===== config.mk =====
export PLATFORM = sky130hd
export DESIGN_NAME = instr_encoder
export DESIGN_NICKNAME = d
export VERILOG_FILES = /design/src/rtl/instr_encoder.sv
export SDC_FILE = /design/constraint.sdc
export NUM_CORES = 1
export LEC_CHECK = 0
export CAP_MARGIN = 10
export CELL_PAD_IN_SITES_DETAIL_PLACEMENT = 1
export CELL_PAD_IN_SITES_GLOBAL_PLACEMENT = 1
export CORE_MARGIN = 2
export CORE_UTILIZATION = 48
export DETAILED_ROUTE_END_ITERATION = 8
export GPL_TIMING_DRIVEN = 0
export PLACE_DENSITY = 0.8
export SLEW_MARGIN = 20
export SYNTH_ARGS = -nofsm -noshare
export SYNTH_HDL_FRONTEND = slang
export SYNTH_SLANG_ARGS = --single-unit
export TNS_END_PERCENT = 10

===== constraint.sdc =====
create_clock -name clk -period 8.15 [get_ports clk]
set_input_delay 1.63 -clock clk [delete_from_list [all_inputs] [get_ports clk]]
set_output_delay 1.63 -clock clk [all_outputs]
set_load 0.05 [all_outputs]

===== src/rtl/instr_encoder.sv =====
// MIPS instruction encoder: descriptors in over valid/ready, addressed 32-bit words out of a small FIFO.
// Optional: define INSTR_ENC_DELAY_SLOT_EN to append a NOP delay slot after BEQ, BLTZ, J and JAL.
module instr_encoder #(
   parameter int unsigned       ADDR_W    = 32,
   parameter logic [ADDR_W-1:0] BASE_ADDR = '0,
   parameter int unsigned       DEPTH     = 4
) (
   input  logic              clk,
   input  logic              reset,
   input  logic              restart,
   input  logic              op_valid,
   output logic              op_ready,
   input  logic [3:0]        op_kind,
   input  logic [4:0]        op_rs,
   input  logic [4:0]        op_rt,
   input  logic [4:0]        op_rd,
   input  logic [31:0]       op_imm,
   output logic              instr_valid,
   input  logic              instr_ready,
   output logic [31:0]       instr,
   output logic [ADDR_W-1:0] instr_addr,
   output logic [15:0]       words_emitted
);

   localparam int unsigned PTR_W = (DEPTH > 1) ? $clog2(DEPTH) : 1;
   localparam logic [PTR_W:0] FULL_CNT = (PTR_W+1)'(DEPTH);

   localparam logic [3:0] K_NOP  = 4'd0,  K_ADDU  = 4'd1,  K_SUBU = 4'd2,  K_AND = 4'd3;
   localparam logic [3:0] K_OR   = 4'd4,  K_SLTU  = 4'd5,  K_LW   = 4'd6,  K_SW  = 4'd7;
   localparam logic [3:0] K_BEQ  = 4'd8,  K_ADDIU = 4'd9,  K_J    = 4'd10, K_ORI = 4'd11;
   localparam logic [3:0] K_LUI  = 4'd12, K_BLTZ  = 4'd13, K_JAL  = 4'd14, K_LI  = 4'd15;

   localparam logic [5:0] OP_ORI = 6'b001101;
   localparam logic [5:0] OP_LUI = 6'b001111;

   typedef enum logic {S_IDLE, S_SECOND} state_t;

   function automatic logic [31:0] r_word(input logic [4:0] rs, input logic [4:0] rt,
                                          input logic [4:0] rd, input logic [5:0] funct);
      return {6'b000000, rs, rt, rd, 5'b00000, funct};
   endfunction

   function automatic logic [31:0] i_word(input logic [5:0] op, input logic [4:0] rs,
                                          input logic [4:0] rt, input logic [15:0] imm);
      return {op, rs, rt, imm};
   endfunction

   state_t              state_q, state_d;
   logic [PTR_W:0]      wr_ptr_q, wr_ptr_d;
   logic [PTR_W:0]      rd_ptr_q, rd_ptr_d;
   logic [31:0]         pend_q, pend_d;
   logic [ADDR_W-1:0]   next_addr_q, next_addr_d;
   logic [15:0]         words_q, words_d;

   logic [31:0]         data_mem_q [DEPTH];
   logic [ADDR_W-1:0]   addr_mem_q [DEPTH];

   logic [31:0]         first_word;
   logic [31:0]         second_word;
   logic                need_second;
   logic [PTR_W:0]      fifo_count;
   logic                fifo_full;
   logic                fifo_empty;
   logic                accept;
   logic                push;
   logic                pop;
   logic [31:0]         push_data;

   assign fifo_count = wr_ptr_q - rd_ptr_q;
   assign fifo_full  = (fifo_count == FULL_CNT);
   assign fifo_empty = (wr_ptr_q == rd_ptr_q);

   // Descriptor decode: the word pushed on accept, plus an optional follow-up word.
   always_comb begin
      first_word  = '0;
      second_word = '0;
      need_second = 1'b0;
      case (op_kind)
         K_ADDU:  first_word = r_word(op_rs, op_rt, op_rd, 6'b100001);
         K_SUBU:  first_word = r_word(op_rs, op_rt, op_rd, 6'b100011);
         K_AND:   first_word = r_word(op_rs, op_rt, op_rd, 6'b100100);
         K_OR:    first_word = r_word(op_rs, op_rt, op_rd, 6'b100101);
         K_SLTU:  first_word = r_word(op_rs, op_rt, op_rd, 6'b101011);
         K_LW:    first_word = i_word(6'b100011, op_rs, op_rt, op_imm[15:0]);
         K_SW:    first_word = i_word(6'b101011, op_rs, op_rt, op_imm[15:0]);
         K_BEQ:   first_word = i_word(6'b000100, op_rs, op_rt, op_imm[15:0]);
         K_ADDIU: first_word = i_word(6'b001001, op_rs, op_rt, op_imm[15:0]);
         K_ORI:   first_word = i_word(OP_ORI, op_rs, op_rt, op_imm[15:0]);
         K_LUI:   first_word = i_word(OP_LUI, 5'd0, op_rt, op_imm[15:0]);
         K_BLTZ:  first_word = i_word(6'b000001, op_rs, 5'd0, op_imm[15:0]);
         K_J:     first_word = {6'b000010, op_imm[25:0]};
         K_JAL:   first_word = {6'b000011, op_imm[25:0]};
         K_LI: begin
            if (op_imm[31:16] == 16'h0000) begin
               first_word = i_word(OP_ORI, 5'd0, op_rt, op_imm[15:0]);
            end else begin
               first_word  = i_word(OP_LUI, 5'd0, op_rt, op_imm[31:16]);
               second_word = i_word(OP_ORI, op_rt, op_rt, op_imm[15:0]);
               need_second = (op_imm[15:0] != 16'h0000);
            end
         end
         default: first_word = '0;
      endcase
`ifdef INSTR_ENC_DELAY_SLOT_EN
      if (op_kind == K_BEQ || op_kind == K_BLTZ || op_kind == K_J || op_kind == K_JAL) begin
         need_second = 1'b1;
         second_word = '0;
      end
`endif
   end

   // FSM: state register
   always_ff @(posedge clk or negedge reset) begin
      if (!reset) begin
         state_q <= S_IDLE;
      end else begin
         state_q <= state_d;
      end
   end

   // FSM: next state
   always_comb begin
      state_d = state_q;
      if (restart) begin
         state_d = S_IDLE;
      end else begin
         case (state_q)
            S_IDLE:   if (accept && need_second) state_d = S_SECOND;
            S_SECOND: if (!fifo_full) state_d = S_IDLE;
            default:  state_d = S_IDLE;
         endcase
      end
   end

   // FSM: outputs
   always_comb begin
      op_ready = (state_q == S_IDLE) && !fifo_full && reset;
   end

   assign accept    = op_valid && op_ready;
   assign push      = !restart && ((state_q == S_IDLE && accept) || (state_q == S_SECOND && !fifo_full));
   assign pop       = !restart && !fifo_empty && instr_ready;
   assign push_data = (state_q == S_SECOND) ? pend_q : first_word;

   always_comb begin
      wr_ptr_d    = wr_ptr_q;
      rd_ptr_d    = rd_ptr_q;
      pend_d      = pend_q;
      next_addr_d = next_addr_q;
      words_d     = words_q;
      if (restart) begin
         wr_ptr_d    = '0;
         rd_ptr_d    = '0;
         pend_d      = '0;
         next_addr_d = BASE_ADDR;
         words_d     = '0;
      end else begin
         if (push) begin
            wr_ptr_d    = wr_ptr_q + 1'b1;
            next_addr_d = next_addr_q + ADDR_W'(4);
            words_d     = words_q + 16'd1;
         end
         if (pop) begin
            rd_ptr_d = rd_ptr_q + 1'b1;
         end
         if (state_q == S_IDLE && accept && need_second) begin
            pend_d = second_word;
         end
      end
   end

   always_ff @(posedge clk or negedge reset) begin
      if (!reset) begin
         wr_ptr_q    <= '0;
         rd_ptr_q    <= '0;
         pend_q      <= '0;
         next_addr_q <= BASE_ADDR;
         words_q     <= '0;
      end else begin
         wr_ptr_q    <= wr_ptr_d;
         rd_ptr_q    <= rd_ptr_d;
         pend_q      <= pend_d;
         next_addr_q <= next_addr_d;
         words_q     <= words_d;
      end
   end

   // Storage needs no reset: the empty flag masks stale entries.
   always_ff @(posedge clk) begin
      if (push) begin
         data_mem_q[wr_ptr_q[PTR_W-1:0]] <= push_data;
         addr_mem_q[wr_ptr_q[PTR_W-1:0]] <= next_addr_q;
      end
   end

   assign instr_valid   = !fifo_empty;
   assign instr         = fifo_empty ? '0 : data_mem_q[rd_ptr_q[PTR_W-1:0]];
   assign instr_addr    = fifo_empty ? '0 : addr_mem_q[rd_ptr_q[PTR_W-1:0]];
   assign words_emitted = words_q;

endmodule


-- After elaboration in Yosys (flattened, before gate mapping)
Memory sizes are Yosys's and may differ from the RTL's.
Cells that the tools add are included.
- bitwise logic cells: 1
- multiplexer cells: 25
- add/sub/neg operators: 5
- eq/ne operators: 17
- reduce and logical (&&, ||, !) cells: 19
- operator list (cell ; count):
    case mux 32 bit (15 select lines) ; 1
    2-to-1 mux 32 bit ; 8
    adder 32 x 3 -> 32 bit (second input constant) ; 1
    == test 4 bit (second input constant) ; 8
    2-to-1 mux 16 bit ; 2
    2-to-1 mux 30 bit ; 1
    2-to-1 mux 28 bit ; 1
    adder 16 x 1 -> 16 bit (second input constant) ; 1
    == test 4 x 3 -> 1 bit (second input constant) ; 4
    zero test 16 bit ; 1
    nonzero test 16 bit ; 1
    2-to-1 mux 3 bit ; 4
    logical AND 1 bit ; 10
    == test 4 x 2 -> 1 bit (second input constant) ; 2
    2-to-1 mux 1 bit ; 7
    adder 3 x 1 -> 3 bit (second input constant) ; 2
    nonzero test 2 bit ; 3
    == test 4 x 1 -> 1 bit (second input constant) ; 1
    == test 3 bit ; 1
    == test 3 bit (second input constant) ; 1
    zero test 1 bit ; 3
    subtractor 3 bit ; 1
    case mux 1 bit (2 select lines) ; 1
    logical OR 1 bit ; 1
    NOT 1 bit ; 1
- input bits: 56
- word-level logic and storage cells: 75
- output and inout bits: 82
- register bits after elaboration: 87
- bits in writable memories: 256
- memories kept: 2
- memories (memory ; words ; bits a word ; rd ports ; clocked after Yosys merged registers in ; wr ports ; RTL line ; text):
    addr_mem_q ; 4 ; 32 ; 1 ; 0 ; 1 ; 56 ; logic [ADDR_W-1:0] addr_mem_q [DEPTH];
    data_mem_q ; 4 ; 32 ; 1 ; 0 ; 1 ; 55 ; logic [31:0] data_mem_q [DEPTH];

-- Depth between registers and ports, before layout
Gate-level depths: netlist of the first run.
- depth after elaboration: 11
- gate-level depth with buffers: 11

-- Worst setup path before layout of the first run
OpenSTA, ideal clock, no wires.
- path kind: input -> register
- start: input port op_valid
- end: memory addr_mem_q[0][10], enable pin
- arrival: 6.664 ns
- setup time: 0.568 ns
- cell stages on the path: 4
- slack: 0.919 ns
- required time: 7.582 ns
- cell sequence: a21o_1 o21ai_1 buf_2 nor3b_1
- word-level cells in the longest chain between the ends: 6
- RTL lines (item ; RTL line ; text):
    from (decl) ; 11 ; input logic op_valid,
    logical AND 1 bit ; 140 ; assign accept = op_valid && op_ready;
    logical AND 1 bit ; 141 ; assign push = !restart && ((state_q == S_IDLE && accept) || (state_q == S_SECOND && !fifo_full));
    logical OR 1 bit ; 141 ;
    logical AND 1 bit ; 141 ;
    2-to-1 mux 1 bit ; 190 ; if (push) begin
    2-to-1 mux 1 bit (implied by the code) ; 192 ; addr_mem_q[wr_ptr_q[PTR_W-1:0]] <= next_addr_q;
    to (decl) ; 56 ;
No other way between the ends.

-- Worst setup path after layout of the first run
- start: register rd_ptr_q[1]
- end: output port instr[9]
- word-level cells in the longest chain between the ends: 2
- elaborated cells on any way between the ends: 3
- RTL lines (item ; RTL line ; text):
    from (decl) ; 50 ; logic [PTR_W:0] rd_ptr_q, rd_ptr_d;
    from (signal assigned) ; 181 ; rd_ptr_q <= rd_ptr_d;
    memory (4 x 32 bit) or == test 3 bit (tied branches) ; - ;
    2-to-1 mux 32 bit (*) ; 197 ; assign instr = fifo_empty ? '0 : data_mem_q[rd_ptr_q[PTR_W-1:0]];
    to (decl) ; 20 ; output logic [31:0] instr,
Every way passes the cells marked *; elsewhere a longest branch is shown, timed or not.

==> results of run 1 <==
[report_power, final]
part	leakage [nW]	internal, mW	switching, mW
clock network	0.479	0.781	0.594
registers	3.21	1.79	0.0149
logic	2.14	0.414	0.758
[per-layer routing]
layer,vias to the layer above,routed length [µm]
li1,4159,-
met1,4860,16300
met2,316,18700
met3,54,2310
met4,0,853
met5,-,0
[cells by family after synthesis]
| logic type | count (synthesis) |
|---|---|
| adders and majority gates | 9 |
| muxes | 67 |
| xor gates and xnor gates | 31 |
| AOI/OAI and AO/OA | 188 |
| other | 1 |
| DFF | 319 |
| buffers and inverters | 81 |
| and+or+nand+nor | 266 |
[cell usage in the layout, fill, tap and decap left out, types with 5 or more instances in the layout]
cell             instances
a22oi_1                  7
and2_1                  70
o31ai_1                 14
edfxtp_1               244
or4_1                   13
nor2_1                  53
dfrtp_1                 75
buf_2                   15
clkinv_1                 6
nor2b_1                  5
clkbuf_1                54
clkbuf_16               31
xnor2_1                  5
or3_1                    8
mux4_2                  61
and4_1                   7
buf_4                   29
clkdlybuf4s50_1        130
buf_6                    6
clkinv_2                 7
o2111ai_1                5
o221ai_1                 5
ha_1                     9
o211ai_1                13
and3_1                   7
nand2_1                 37
inv_1                   15
o21ai_0                 43
xor2_1                  25
a21oi_1                 54
nand3_1                 32
nor4_1                   9
nand4_1                 12
a221o_1                 13
[sequential cells by signal, summed over array words and instances, names as in the netlist]
register,flops
data_mem_q,124
addr_mem_q,120
words_emitted,16
next_addr_q,30
pend_q,22
wr_ptr_q,3
state_q,1
rd_ptr_q,3
[area by class of cell]
class	instances	area (µm²)	area share [%]
clock buffer	42	837	4.88
inverter	16	60.1	0.350
sequential	319	9200	53.7
multi-input combinational	564	4570	26.7
buffer	65	274	1.60
tap	384	480	2.80
clock inverter	16	131	0.766
timing repair buffer	163	1590	9.28
[through the flow]
step           setup TNS (ns)  util (%)  cells  total power [mW]  hold slack [ns]
6_report                    0      59.6   1569              4.35            0.537
3_3_place_gp         -1525.08      55.2   1479              2.99            0.505
2_1_floorplan               0         -    964              2.60            0.478
4_1_cts                     0      59.6   1569              4.39            0.534
5_1_grt                     0      59.6   1569              4.49            0.564
3_5_place_dp                0      56.2   1511              3.01            0.524
[how the worst max path moves through the flow]
| stage | startpoint | endpoint | slack, ns | depth (start not counted) |
|---|---|---|---|---|
| 2_1_floorplan | op_valid | addr_mem_q[0][10] | 0.92 | 4 |
| 3_3_place_gp | reset | addr_mem_q[3][21] | -6.34 | 5 |
| 3_5_place_dp | rd_ptr_q[1] | instr[3] | 2.07 | 10 |
| 4_1_cts | rd_ptr_q[1] | instr[9] | 1.42 | 10 |
| 5_1_grt | rd_ptr_q[1] | instr[9] | 1.28 | 10 |
| 6_report | rd_ptr_q[1] | instr[9] | 1.46 | 10 |
[worst max-delay path: cells and delay by family, from the launching register on]
kind / cells / cell delay [ns]
buffers and inverters: 6 / 3.18
and+or+nand+nor: 3 / 0.65
adders and majority gates: 1 / 0.31
DFF: 1 / 0.35
==> impl_metrics.ini, run 1 <==
[clock_tree]
path_clk_slew_ns = 0.07
clockRootBuffer = clkbuf_16
worstSkewPairLatency_ns = 0.57
clock_path_buffers = 3
post_cts_buffers = 0
clkSinkCount = 319
cts_tree = yes
cts_buffers = 31
post_cts_resized = 0
hold_buffers = 0
htree_levels = 1

[route]
wl_per_cell_um = 24.4
drc = 0
antenna_left = 0
vias = 9389
drt-pass1-iter-count = 5
post_drt_via_cell_ratio = 5.98
drt_iter0_markers = 741
routed_wl_um = 38200

[sta]
period_needed_ns = 6.69
maxSlewHeadroom_pct = 40.8
rsz0062_at_grt = no
maxSlewViolCount = 0
setup_slack_ns = 1.46
setup_viol = 0
clock.fmax_ghz = 0.149
worst_pin_slew_ns = 0.886
finalCritPeriodShare_pct = 82.1
hold_viol = 0
fin_skew_ns = 0.0119

[synth]
ys_ff_latch = 319
synth_xor_area_share_pct = 1.98
synth-simple-area-share_pct = 10.3
ys_seq_area_share_pct = 65.4
yosysMostFrequentCell = edfxtp_1
synth_cell_types = 60
yosysWarnings = 0
synth_ff_type = edfxtp_1
synth_area_leader_cell = edfxtp_1
synth-compound-area-share_pct = 8.96
synth_adder_area_share_pct = 0.800
synthCells = 962
synthesis.area_um2 = 14100
synthArstFlopShare_pct = 23.5
yosys-top-cells-count = 244 x edfxtp_1, 75 x dfrtp_1, 70 x and2_1
synthTopCellsByArea = edfxtp_1 52%, dfrtp_1 13%, mux4_2 9.8%
synth_edf_count = 244
synth_top_family_by_area = simple AND/OR/NAND/NOR gates
muxShareOfSynthArea_pct = 10.2
yosysTopAreaCellShare_pct = 52.0
syn_area_per_cell_um2 = 14.6

[floorplanning]
die_w_um = 175
ios = 138
core_um2 = 28800
start_util_pct = 48.9
die_area_um2 = 30700
die_h_um = 175
row_count = 62

[final_layout]
nNetsFinal = 1225
antennaDiodeCount = 0
final_layout_size_suffix_gt1_share_pct = 14.2
syn_to_final_growth_pct = 21.8
final_area_um2 = 17200
n_fill_cell = 2742

[setup_path]
reg2reg_slack_ns = 3.17
cp_slowest_cell = clkdlybuf4s50_1
path_cells = clkbuf_1 -> buf_1 -> inv_1 -> ha_1 -> and2_1 -> nand2_1 -> clkbuf_1 -> clkbuf_1 -> and2_1 -> clkdlybuf4s50_1
slowest_delay_ns = 0.82
critPathLaunchType = flop
worst_ep_arrival_time_ns = 5.06
r2r-end = data_mem_q[2][27]
critical_path_class = flop to output port
cpMostUsedCell = clkbuf_1
end_kind = output port
rr_startpoint = rd_ptr_q[1]
worstPathRequired_ns = 6.52
path_max_fanout = 10
reg2reg_depth = 13

[global_route]
grt_pass1_vias = 9909
grt_pass1_wl_um = 59200
top_usage_layer = met2
grt_max_degree = 47
met1_usage_pct = 35.6
grtUsageMet3_pct = 3.51
grt_use_met2_pct = 41.4
grtUsageTotal_pct = 25.2
antenna_found_initial = 0
overflow = 0

[power]
cellLeakagePower_nw = 5.83
ir_drop_uv = 182
p_per_area_nw_per_um2 = 254

[hold_path]
min-delay-start = pend_q[28]
hold_end = pend_q[28]
min_path_cells = 2
hold_class = flop to flop

[flow_run]
drv_cap = 0

[placed_design]
gp_congestion = 0.926
hpwl_um = 27300
place_ws_ns = 2.07
placed_area_um2 = 16200
portBuffers = 131

[outcome]
outcome = finished clean
No activity file was read; power rests on OpenSTA's default activity.
==> run 2: changes to the inputs <==
--- a/config.mk
+++ b/config.mk
@@ -9,10 +9,10 @@
 export CELL_PAD_IN_SITES_DETAIL_PLACEMENT = 1
 export CELL_PAD_IN_SITES_GLOBAL_PLACEMENT = 1
 export CORE_MARGIN = 2
-export CORE_UTILIZATION = 48
+export CORE_UTILIZATION = 43
 export DETAILED_ROUTE_END_ITERATION = 8
 export GPL_TIMING_DRIVEN = 0
-export PLACE_DENSITY = 0.8
+export PLACE_DENSITY = 0.76
 export SLEW_MARGIN = 20
 export SYNTH_ARGS = -nofsm -noshare
 export SYNTH_HDL_FRONTEND = slang
==> constraint.sdc (replaced) <==
create_clock -name clk -period 5.8 [get_ports clk]
set_input_delay 1.16 -clock clk [delete_from_list [all_inputs] [get_ports clk]]
set_output_delay 1.16 -clock clk [all_outputs]
set_load 0.05 [all_outputs]
==> impl_metrics.ini, run 2 (synthesis gave the netlist of run 1 again) <==
[outcome]
outcome = finished clean

[floorplanning]
die_area_um2 = 34200
die_h_um = 185
start_util_pct = 43.5
die_w_um = 185
row_count = 66
core_um2 = 32400
ios = 138

[global_route]
grt_pass1_vias = 9869
grtUsageTotal_pct = 22.3
grt_pass1_wl_um = 58200
grt_max_degree = 46
antenna_found_initial = 0
overflow = 0

[placed_design]
hpwl_um = 27000
gp_congestion = 0.906
placed_area_um2 = 16300
place_ws_ns = 0.138
portBuffers = 131

[final_layout]
nNetsFinal = 1227
final_cell_mix = 244 x edfxtp_1, 130 x clkdlybuf4s50_1, 75 x dfrtp_1, 70 x and2_1, 61 x mux4_2
syn_to_final_growth_pct = 22.9
layout_commonest_cell = edfxtp_1
final_layout_size_suffix_gt1_share_pct = 14.8
largest_reg_flops = 124
antennaDiodeCount = 0
final_area_um2 = 17300

[power]
p_int_mw = 4.26
ir_drop_uv = 221
p_sw_share_pct = 31.0
p_comb_share_pct = 26.7
p_clk_share_pct = 32.3
p_sw_mw = 1.92
seqPwrFrac_pct = 41.0
cellLeakagePower_nw = 5.87
power_mw = 6.17
p_per_area_nw_per_um2 = 357

[route]
drt_iter0_markers = 772
wl_per_cell_um = 23.2
post_drt_via_cell_ratio = 5.72
antenna_left = 0
drc = 0
vias = 9301
routed_wl_um = 37800
drt-pass1-iter-count = 5

[hold_path]
hold_class = flop to flop
min_path_cells = 2

[sta]
setup_slack_ns = 0.296
setup-tns-final_ns = 0
finalCritPeriodShare_pct = 94.9
clock.fmax_ghz = 0.182
setup_viol = 0
hold_viol = 0
worst_pin_slew_ns = 0.959
maxSlewHeadroom_pct = 35.9
fin_skew_ns = 0.0139
hold_slack_ns = 0.543
rsz0062_at_grt = no
period_needed_ns = 5.50
maxSlewViolCount = 0

[clock_tree]
worstSkewPairLatency_ns = 0.55
clockRootBuffer = clkbuf_16
clock_path_buffers = 3
cts_buffers = 31
path_clk_slew_ns = 0.06
hold_buffers = 0
htree_levels = 1
clkSinkCount = 319
cts_tree = yes

[setup_path]
critical_path_class = flop to output port
slowest_delay_ns = 0.81
worst_ep_arrival_time_ns = 4.34
critPathLaunchType = flop
reg2reg_depth = 12
path_cells = clkbuf_1 -> buf_2 -> inv_1 -> ha_1 -> and2_1 -> nand2_1 -> clkbuf_2 -> clkbuf_1 -> and2_1 -> clkdlybuf4s50_1
worstPathRequired_ns = 4.64
cp_slowest_cell = clkdlybuf4s50_1
end_kind = output port
path_max_fanout = 10

[flow_run]
drv_cap = 0
run 2: final cells by class:
type                    instances  area (µm²)
plain buffers                  65         278
clock buffers                  42         857
clock inverters                14         144
fillers                      3211       15100
inverters                      16        60.1
multi-input cells             564        4580
flip-flops and latches        319        9200
well taps                     442         553
repair buffers                165        1630
run 2: power groups by stage:
stage / registers (mW) / clock network, mW / logic, mW
floorplan: 2.58 / 0 / 1.07
global placement: 2.59 / 0 / 1.62
detailed placement: 2.58 / 0 / 1.66
CTS: 2.53 / 2.02 / 1.66
global route: 2.54 / 2.10 / 1.74
finish: 2.53 / 1.99 / 1.65
run 2: per-stage QoR:
| stage | std cells | utilization (%) |
|---|---|---|
| 2_1_floorplan | 964 | - |
| 3_3_place_gp | 1537 | 49.3 |
| 3_5_place_dp | 1571 | 50.3 |
| 4_1_cts | 1627 | 53.4 |
| 5_1_grt | 1627 | 53.5 |
| 6_report | 1627 | 53.5 |
run 2: what timing repair did:
| action | in CTS | in global routing |
|---|---|---|
| pin swaps | 0 | 0 |
| setup endpoints to repair | 51 | 11 |
| gates resized for setup | 2 | 3 |
| gates cloned | 0 | 0 |
| buffers inserted | 0 | 0 |
| hold endpoints to repair | 0 | 0 |
run 2: path summary, 6_finish.rpt:
path,startpoint,to,slack [ns]
worst min register to register,pend_q[1],pend_q[1],0.54
worst max register to register,rd_ptr_q[1],addr_mem_q[0][8],1.69
worst min-delay path,pend_q[1],pend_q[1],0.54
worst max-delay path,rd_ptr_q[1],instr[20],0.30
max in group asynchronous,reset,pend_q[15],4.61
min in group asynchronous,reset,next_addr_q[23],0.58
run 2: layer usage:
layer	global-route usage [%]	up-vias	routed length [µm]	part of all wire (%)
li1	-	4154	-	-
met2	36.3	295	18100	48
met5	0	-	0	0
met3	2.40	62	2020	5.3
met4	6.60	0	1050	2.8
met1	31.9	4790	16600	44
run 2: critical path: cells and delay by family, from the launching register on:
family | cells | cell delay, ns
adder cells (fa/ha/maj) | 1 | 0.28
flip-flops | 1 | 0.35
AND/OR/NAND/NOR | 3 | 0.65
buffers and inverters | 6 | 2.51
==> run 3: changes to the inputs <==
--- a/config.mk
+++ b/config.mk
@@ -8,7 +8,7 @@
 export CAP_MARGIN = 10
 export CELL_PAD_IN_SITES_DETAIL_PLACEMENT = 1
 export CELL_PAD_IN_SITES_GLOBAL_PLACEMENT = 1
-export CORE_MARGIN = 2
+export CORE_MARGIN = 1.5
 export CORE_UTILIZATION = 43
 export DETAILED_ROUTE_END_ITERATION = 8
 export GPL_TIMING_DRIVEN = 0
==> impl_metrics.ini, run 3 (synthesis gave the netlist of run 1 again) <==
[setup_path]
crit_start = rd_ptr_q[1]
reg2reg_depth = 13
path_max_fanout = 10
worstPathRequired_ns = 4.64
worst_ep_arrival_time_ns = 4.42
rr_startpoint = rd_ptr_q[1]
r2r-end = addr_mem_q[3][9]
critical_path_class = flop to output port
critical_path.endpoint = instr[10]
critPathLaunchType = flop
reg2reg_slack_ns = 1.40
end_kind = output port

[placed_design]
gp_congestion = 0.854
hpwl_um = 26900
portBuffers = 131
dp.cells = 1570
placed_area_um2 = 16300

[power]
p_per_area_nw_per_um2 = 364
seqPwrFrac_pct = 40.1
cellLeakagePower_nw = 5.90
p_int_mw = 4.39
p_sw_mw = 1.93
p_sw_share_pct = 30.6
p_clk_share_pct = 33.9
ir_drop_uv = 184
p_comb_share_pct = 26.0

[floorplanning]
die_h_um = 184
die_area_um2 = 33800
row_count = 66
die_w_um = 184
ios = 138
core_um2 = 32400
start_util_pct = 43.5

[route]
antenna_left = 0
drt-pass1-iter-count = 5
drc = 0
wl_per_cell_um = 23.4
drt_iter0_markers = 679
routed_wl_um = 38200
vias = 9471
post_drt_via_cell_ratio = 5.82

[global_route]
overflow = 0
grt_pass1_wl_um = 58700
grt_max_degree = 49
grt_pass1_vias = 9929
grtUsageTotal_pct = 23.0
antenna_found_initial = 1

[final_layout]
n_fill_cell = 3195
final_cell_mix = 244 x edfxtp_1, 130 x clkdlybuf4s50_1, 75 x dfrtp_1, 70 x and2_1, 61 x mux4_2
antennaDiodeCount = 0
largest_reg_flops = 124
syn_to_final_growth_pct = 23.4
final_layout_size_suffix_gt1_share_pct = 14.5
multi_input_area_um2 = 4570
final_area_um2 = 17400
nNetsFinal = 1229
layout_commonest_cell = edfxtp_1
final_cells = 1628
final-seq-area_um2 = 9200

[clock_tree]
path_clk_slew_ns = 0.06
clock_path_buffers = 3
worstSkewPairLatency_ns = 0.51
htree_levels = 2
clkSinkCount = 319
clockRootBuffer = clkbuf_16
cts_buffers = 34
cts_tree = yes

[sta]
worst_pin_slew_ns = 1.09
finalCritPeriodShare_pct = 96.1
hold_viol = 0
clock.fmax_ghz = 0.179
setup_viol = 0
maxSlewViolCount = 0
rsz0062_at_grt = no
fin_skew_ns = 0.0172
maxSlewHeadroom_pct = 27.3
period_needed_ns = 5.58

[flow_run]
drv_cap = 0

[hold_path]
min_path_cells = 2
min-delay-start = pend_q[21]
hold_class = flop to flop

[outcome]
outcome = finished clean
[run 3: cell types whose count changed in the layout (fill, tap and decap cells not counted), sizes merged]
cell    previous run  this run
clkbuf            87        93
clkinv            12         7
buf               55        54
inv               15        16
[run 3: per-stage QoR]
stage / util [%] / total power [mW] / hold WS (ns) / setup slack (ns) / TNS, ns
2_1_floorplan: - / 3.66 / 0.478 / -1.28 / -312.71
3_3_place_gp: 49.3 / 4.20 / 0.519 / -8.36 / -2062.30
3_5_place_dp: 50.3 / 4.23 / 0.528 / 0.170 / 0
4_1_cts: 53.7 / 6.37 / 0.536 / 0.129 / 0
5_1_grt: 53.7 / 6.52 / 0.567 / 0.0262 / 0
6_report: 53.7 / 6.32 / 0.535 / 0.225 / 0
[run 3: power groups by stage]
stage	combinational [mW]	clock (mW)	sequential, mW
after floorplan	1.07	0	2.58
after global placement	1.62	0	2.59
after detailed placement	1.65	0	2.58
after CTS	1.67	2.17	2.53
after global routing	1.73	2.25	2.54
final	1.64	2.15	2.53
[run 3: final cells by class]
cell class / instances / share of cell area, %
Sequential cell: 319 / 53.0
Multi-Input combinational cell: 564 / 26.3
Timing Repair Buffer: 164 / 9.33
Clock buffer: 48 / 5.56
Tap cell: 442 / 3.18
Buffer: 65 / 1.59
Clock inverter: 10 / 0.720
Inverter: 16 / 0.346
[run 3: routing by layer]
layer	up-vias	GRT usage, %	share of wire, %
li1	4163	-	-
met1	4904	31.9	43
met2	329	37.7	48
met3	73	3.01	5.9
met4	2	7.87	3.0
met5	-	0	0.034
[run 3: worst max-delay path, stage by stage (launching register included)]
cell,delay (ns)
dfrtp_1,0.35
clkbuf_1,0.46
buf_2,0.37
inv_1,0.08
ha_1,0.29
and2_1,0.27
nand2_1,0.17
clkbuf_2,0.34
clkbuf_1,0.40
and2_1,0.32
clkdlybuf4s50_1,0.85
[run 3: worst min path at each step]
stage | end | slack [ns]
floorplan | pend_q[28] | 0.48
finish | pend_q[21] | 0.54
global route | pend_q[10] | 0.57
CTS | pend_q[21] | 0.54
detailed placement | pend_q[21] | 0.53
global placement | pend_q[24] | 0.52
[run 3: repair_timing]
item / CTS / global route
gates resized for setup: 2 / 0
hold buffers: 0 / 0
buffers inserted: 0 / 0
setup endpoints to repair: 50 / 0
